$ cat src/rtl/cfg_if_deser_pkg.sv
// cfg_if_pkg: shared types and default geometry for the config-word deserializer.
package cfg_if_pkg;
    localparam int DEF_PAD_W = 16;
    localparam int DEF_CFG_W = 128;
    localparam int DEF_CNT_W = 8;
    localparam int NUM_BEATS = DEF_CFG_W / DEF_PAD_W;
    localparam int BEAT_CNT_W = NUM_BEATS > 1 ? $clog2(NUM_BEATS) : 1;
    typedef enum logic [1:0] {IDLE, FILL, STALL} deser_st_e;
    typedef logic [BEAT_CNT_W-1:0] beat_cnt_t;
    function automatic int cnt_w(input int n);
        return n > 1 ? $clog2(n) : 1;
    endfunction
endpackage

$ cat src/rtl/cfg_if_deser_if.sv
// cfg_if_deser_if: pad-side beat channel, CCU word channel, flush and status bundle.
interface cfg_if_deser_if #(
    parameter int PAD_W = 16,
    parameter int CFG_W = 128,
    parameter int CNT_W = 8
);
    logic             ASICIF_flush;
    logic             PADIF_val;
    logic [PAD_W-1:0] PADIF_data;
    logic             IFPAD_rdy;
    logic             IFCFG_val;
    logic [CFG_W-1:0] IFCFG_data;
    logic             CFGIF_rdy;
    logic [CNT_W-1:0] IFCCU_word_cnt;
`ifdef CFG_PARITY_EN
    logic             PADIF_par;
    logic             IFERR_parity;
    modport slave (
        input  ASICIF_flush, PADIF_val, PADIF_data, PADIF_par, CFGIF_rdy,
        output IFPAD_rdy, IFCFG_val, IFCFG_data, IFCCU_word_cnt, IFERR_parity
    );
    modport master (
        output ASICIF_flush, PADIF_val, PADIF_data, PADIF_par, CFGIF_rdy,
        input  IFPAD_rdy, IFCFG_val, IFCFG_data, IFCCU_word_cnt, IFERR_parity
    );
`else
    modport slave (
        input  ASICIF_flush, PADIF_val, PADIF_data, CFGIF_rdy,
        output IFPAD_rdy, IFCFG_val, IFCFG_data, IFCCU_word_cnt
    );
    modport master (
        output ASICIF_flush, PADIF_val, PADIF_data, CFGIF_rdy,
        input  IFPAD_rdy, IFCFG_val, IFCFG_data, IFCCU_word_cnt
    );
`endif
endinterface

$ cat src/rtl/cfg_if_deser_par_chk.sv
// cfg_par_chk: per-beat even-parity compare, per-word bad flag and sticky error.
module cfg_par_chk #(
    parameter int PAD_W = 16
) (
    input  logic             clk,
    input  logic             rst_n,
    input  logic             flush,
    input  logic             beat_acc,
    input  logic             last,
    input  logic [PAD_W-1:0] data,
    input  logic             par,
    output logic             word_bad,
    output logic             err
);
    logic bad_q, bad_d, err_q, err_d, mis;
    assign mis = beat_acc && ((^data) != par);
    // includes the current beat so a bad final beat also drops its word
    assign word_bad = bad_q || mis;
    assign err = err_q;
    always_comb begin
        bad_d = (flush || last) ? 1'b0 : (bad_q || mis);
        err_d = !flush && (err_q || mis);
    end
    always_ff @(posedge clk or negedge rst_n) begin
        if (!rst_n) begin
            bad_q <= 1'b0;
            err_q <= 1'b0;
        end else begin
            bad_q <= bad_d;
            err_q <= err_d;
        end
    end
endmodule

$ cat src/rtl/cfg_if_deser.sv
// cfg_if_deser: packs CFG_W/PAD_W pad beats (LSB first) into one CCU config word.
// Optional CFG_PARITY_EN adds per-beat parity checking that drops corrupted words.
module cfg_if_deser
    import cfg_if_pkg::*;
#(
    parameter int PAD_W = DEF_PAD_W,
    parameter int CFG_W = DEF_CFG_W,
    parameter int CNT_W = DEF_CNT_W
) (
    input logic           clk,
    input logic           rst_n,
    cfg_if_deser_if.slave bus
);
    localparam int NB = CFG_W / PAD_W;
    localparam int BW = cnt_w(NB);
    localparam logic [BW-1:0] LAST = BW'(NB - 1);
    deser_st_e        state_q, state_d;
    logic [BW-1:0]    beat_cnt_q, beat_cnt_d;
    logic [CFG_W-1:0] asm_buf_q, asm_buf_d, out_data_q, out_data_d;
    logic [CNT_W-1:0] cnt_q, cnt_d;
    logic             out_val_q, out_val_d, init_q;
    logic             pad_rdy, acc, last, drain, load, word_bad;
    assign pad_rdy = init_q && state_q != STALL && !bus.ASICIF_flush;
    assign acc     = bus.PADIF_val && pad_rdy;
    assign last    = acc && beat_cnt_q == LAST;
    assign drain   = out_val_q && bus.CFGIF_rdy;
    // a finished or stalled word moves out whenever the output register is free this edge
    assign load    = ((last && !word_bad) || state_q == STALL) && (!out_val_q || drain);
`ifdef CFG_PARITY_EN
    cfg_par_chk #(.PAD_W(PAD_W)) u_par_chk (
        .clk      (clk),
        .rst_n    (rst_n),
        .flush    (bus.ASICIF_flush),
        .beat_acc (acc),
        .last     (last),
        .data     (bus.PADIF_data),
        .par      (bus.PADIF_par),
        .word_bad (word_bad),
        .err      (bus.IFERR_parity)
    );
`else
    assign word_bad = 1'b0;
`endif
    always_comb begin
        asm_buf_d = asm_buf_q;
        if (acc) asm_buf_d[int'(beat_cnt_q) * PAD_W +: PAD_W] = bus.PADIF_data;
        beat_cnt_d = acc ? (last ? '0 : beat_cnt_q + 1'b1) : beat_cnt_q;
        out_val_d  = load || (out_val_q && !drain);
        out_data_d = load ? asm_buf_d : out_data_q;
        cnt_d      = cnt_q + CNT_W'(drain);
        state_d    = (load || (last && word_bad)) ? IDLE :
                     (last || state_q == STALL) ? STALL :
                     acc ? FILL : state_q;
        if (bus.ASICIF_flush) begin
            asm_buf_d  = '0;
            beat_cnt_d = '0;
            out_val_d  = 1'b0;
            out_data_d = '0;
            cnt_d      = '0;
            state_d    = IDLE;
        end
    end
    always_ff @(posedge clk or negedge rst_n) begin
        if (!rst_n) begin
            state_q    <= IDLE;
            beat_cnt_q <= '0;
            asm_buf_q  <= '0;
            out_val_q  <= 1'b0;
            out_data_q <= '0;
            cnt_q      <= '0;
            init_q     <= 1'b0;
        end else begin
            state_q    <= state_d;
            beat_cnt_q <= beat_cnt_d;
            asm_buf_q  <= asm_buf_d;
            out_val_q  <= out_val_d;
            out_data_q <= out_data_d;
            cnt_q      <= cnt_d;
            init_q     <= 1'b1;
        end
    end
    assign bus.IFPAD_rdy      = pad_rdy;
    assign bus.IFCFG_val      = out_val_q;
    assign bus.IFCFG_data     = out_data_q;
    assign bus.IFCCU_word_cnt = cnt_q;
endmodule
$ cat src/flat_wrapper.sv
// flat-port wrapper written by rule: the top's interface ports become plain ports
module cfg_if_deser_flat import cfg_if_pkg::*;
#(
    parameter int PAD_W = DEF_PAD_W,
    parameter int CFG_W = DEF_CFG_W,
    parameter int CNT_W = DEF_CNT_W
)
  (clk, rst_n, bus_ASICIF_flush, bus_PADIF_val, bus_PADIF_data, bus_CFGIF_rdy, bus_IFPAD_rdy, bus_IFCFG_val, bus_IFCFG_data, bus_IFCCU_word_cnt);
  cfg_if_deser_if #(.PAD_W(PAD_W), .CFG_W(CFG_W), .CNT_W(CNT_W)) bus_i ();
  input logic clk;
  input logic rst_n;
  input wire logic [$bits(bus_i.ASICIF_flush)-1:0] bus_ASICIF_flush;
  input wire logic [$bits(bus_i.PADIF_val)-1:0] bus_PADIF_val;
  input wire logic [$bits(bus_i.PADIF_data)-1:0] bus_PADIF_data;
  input wire logic [$bits(bus_i.CFGIF_rdy)-1:0] bus_CFGIF_rdy;
  output wire logic [$bits(bus_i.IFPAD_rdy)-1:0] bus_IFPAD_rdy;
  output wire logic [$bits(bus_i.IFCFG_val)-1:0] bus_IFCFG_val;
  output wire logic [$bits(bus_i.IFCFG_data)-1:0] bus_IFCFG_data;
  output wire logic [$bits(bus_i.IFCCU_word_cnt)-1:0] bus_IFCCU_word_cnt;
  assign bus_i.ASICIF_flush = bus_ASICIF_flush;
  assign bus_i.PADIF_val = bus_PADIF_val;
  assign bus_i.PADIF_data = bus_PADIF_data;
  assign bus_i.CFGIF_rdy = bus_CFGIF_rdy;
  assign bus_IFPAD_rdy = bus_i.IFPAD_rdy;
  assign bus_IFCFG_val = bus_i.IFCFG_val;
  assign bus_IFCFG_data = bus_i.IFCFG_data;
  assign bus_IFCCU_word_cnt = bus_i.IFCCU_word_cnt;
  cfg_if_deser #(.PAD_W(PAD_W), .CFG_W(CFG_W), .CNT_W(CNT_W)) u_core (.clk(clk), .rst_n(rst_n), .bus(bus_i));
endmodule
$ cat config.mk
export PLATFORM = sky130hd
export DESIGN_NAME = cfg_if_deser_flat
export DESIGN_NICKNAME = d
export VERILOG_FILES = /design/src/rtl/cfg_if_deser_pkg.sv /design/src/rtl/cfg_if_deser_if.sv /design/src/rtl/cfg_if_deser_par_chk.sv /design/src/rtl/cfg_if_deser.sv /design/src/flat_wrapper.sv
export SDC_FILE = /design/constraint.sdc
export NUM_CORES = 1
export LEC_CHECK = 0
export ABC_CLOCK_PERIOD_IN_PS = 4800
export BUFFER_PORTS_ARGS = -buffer_cell sky130_fd_sc_hd__buf_2
export CAP_MARGIN = 20
export CORE_AREA = 2 2 211 192
export DETAILED_ROUTE_END_ITERATION = 10
export DIE_AREA = 0 0 213 194
export SLEW_MARGIN = 20
export SYNTH_ARGS = -nofsm -noshare
export SYNTH_HDL_FRONTEND = slang
export SYNTH_HIERARCHICAL = 1
export SYNTH_SLANG_ARGS = --single-unit
export TNS_END_PERCENT = 20
$ cat constraint.sdc
create_clock -name clk -period 4.8 [get_ports clk]
set_input_delay 1.44 -clock clk [delete_from_list [all_inputs] [get_ports clk]]
set_output_delay 1.44 -clock clk [all_outputs]
set_load 0.02 [all_outputs]
==> reports/metrics.csv <==
metric;value;unit
status;finished, final reports clean;
via_per_inst;4.969;
n_fill_cell;3890;
vias;8299;
syn-instance-count;982;
ys_top_cells_by_area;dfrtp_1 59%, mux2i_1 9.7%, o2bb2ai_1 8.5%;
synth_edf_count;0;
grt-ovfl-total;0;
cpMaxStageDelayCell;and3_1;
hold_violations;0;
p_leak;6.544;nW
dpl_cell_area;12920;sq um
clock_sinks;271;
ff_latch_area;6782;sq um
path_max_fanout;4;
ir_drop;0.0002430;V
cts.repair.resized;0;
area_growth;20.43;%
grt_pass1_vias;8372;
power_frac_clock;48.4;%
p_sw_share;22.99;%
fin_crit_sh;72.45;%
critPathRequiredTime;3.36;ns
ys_ff_latch;271;
path_class;in -> out;
cts_setup_buffers;0;
io_buffers;158;
cts_made_buffers;30;
syn_area;11590;sq um
period_minus_slack;3.478;ns
yosysSeqAreaShare;58.52;%
cp-end-kind;output port;
ant_nets;0;
power_frac_comb;4.9;%
firstDrtPassIters;8;
slowest_delay;0.20;ns
place.gp.congestion;0.7657;
core_region_area;39110;sq um
die-width;213;microns
crit_chain;buf_4, inv_1, and3_1, buf_2;
start_util;29.63;%
finalMaxSlewViolations;0;
tightest_slew;1.079;ns
finalSetupViolCount;0;
ys.flop_type;dfrtp_1;
h-tree-depth;1;
p_per_area;352.0;nW/um^2
utilization;35.68;%
fmax;287.5;MHz
synth_top_area_share;58.52;%
cts.clk_slew.worst_paths;0.05;ns
cap_violations;0;
synth_warnings;6;
grt_pass1_wl;52180;microns
placed_cells;1613;
clock_path_buffers;3;
final_common_cell;dfrtp_1;
holdWs;0.4799;ns
clock_latency;0.57;ns
synth_top_cell_by_area;dfrtp_1;
drive_above_1_share;21.39;%
die_h;194;microns
nets;1143;
rsz0062_at_grt;no;
dp_hpwl;21010;microns
fin_tns_setup;0;ns
avgSynthCellArea;11.80;sq um
fin_cells;1670;
root_buffer;clkbuf_16;
num_io_pins;159;
drt_iter0_drc;568;
setup_ws;1.322;ns
num_rows;69;
hold_class;reg -> reg;
p_int;3.783;mW
wl;33820;microns
maxSlewHeadroom;28.05;%
synth_nets;1012;
crit_arrival;2.04;ns
layout_common_cells;271 x dfrtp_1, 156 x buf_2, 121 x nor2_1;
multi_input_area;4418;sq um
p_seq_share;46.7;%
dp_slack;1.041;ns
cts_tree;built;
drc;0;
async_reset_ff_share;100.0;%
p_sw;1.129;mW
grt_max_degree;101;
critPathLaunchType;input pin;
die_area;41320;sq um
skew;0.008337;ns
wl_per_cell;20.25;microns
grt_usage;16.29;%
antenna_found_initial;7;
holdBufCountCts;0;
fin_area;13950;sq um
netlist-cell-type-count;38;
totalPowerFinal;4.913;mW
==> path summary, 6_finish.rpt <==
kind | from | to | slack, ns | depth (start not counted)
max | bus_ASICIF_flush | bus_IFPAD_rdy | 1.32 | 4
min | u_core/bus.IFCFG_data[26] | u_core/bus.IFCFG_data[26] | 0.48 | 1
max reg2reg | u_core/beat_cnt_q[0] | u_core/bus.IFCFG_data[7] | 1.70 | 8
min reg2reg | u_core/bus.IFCFG_data[26] | u_core/bus.IFCFG_data[26] | 0.48 | 1
max in group asynchronous | rst_n | u_core/asm_buf_q[21] | 2.87 | 2
min in group asynchronous | rst_n | u_core/bus.IFCCU_word_cnt[4] | 0.91 | 1
==> state kept, by name, summed over array words and instances (netlist names) <==
register and count:
u_core/asm_buf_q 128, u_core/bus.IFCFG_data 128, u_core/bus.IFCCU_word_cnt 8, u_core/beat_cnt_q 3, u_core/state_q 2, u_core/bus.IFCFG_val 1, u_core/init_q 1
==> cells in the mapped netlist, types with 6 or more instances <==
master       n
nor4_4       6
and3_1      65
a21oi_1     20
nor2_1     122
nand2_1      7
clkbuf_1    64
o21ai_0     16
nand3_1     56
nand2b_1     6
o2bb2ai_1  112
mux2i_1    112
dfrtp_1    271
and2_1      32
nand4_1     16
ha_1         9
o211ai_1    16
buf_6        8
==> power by group through the flow <==
stage / registers (mW) / clock network, mW / logic, mW
after floorplan: 2.33 / 0 / 0.112
after global placement: 2.33 / 0 / 0.243
after detailed placement: 2.33 / 0 / 0.245
after CTS: 2.29 / 2.45 / 0.245
after global routing: 2.29 / 2.53 / 0.265
final: 2.29 / 2.38 / 0.241
==> layout make-up <==
class	count	area share, %
Inverter	5	0.1345
Sequential cell	271	48.60
Timing Repair Buffer	183	7.460
Tap cell	532	4.770
Clock inverter	13	1.273
Multi-Input combinational cell	622	31.66
Clock buffer	42	6.070
Antenna cell	2	0.03586
==> critical path: cells and delay by family <==
| kind | cells | cell delay (ns) |
|---|---|---|
| buf+inv | 3 | 0.39 |
| simple gates | 1 | 0.20 |
==> layer usage <==
| metal | track usage, % | wire length (microns) | part of all wire (%) | vias up |
|---|---|---|---|---|
| met4 | 3.807 | 770 | 2.3 | 0 |
| met1 | 24.12 | 15790 | 47 | 4178 |
| met5 | 0 | 0 | 0 | - |
| met3 | 3.320 | 2083 | 6.2 | 54 |
| li1 | - | - | - | 3795 |
| met2 | 24.33 | 15180 | 45 | 272 |
==> cells by family after synthesis <==
group,after synthesis,share of synthesized area [%]
AO/OA/AOI/OAI,169,11.44
XOR/XNOR,6,0.4535
adder cells (fa/ha/maj),9,0.9718
buffers and inverters,89,3.650
flip-flops,271,58.52
multiplexers,112,9.675
other,1,0.03236
AND/OR/NAND/NOR,325,15.26
Power figures use the tool's default switching activity.
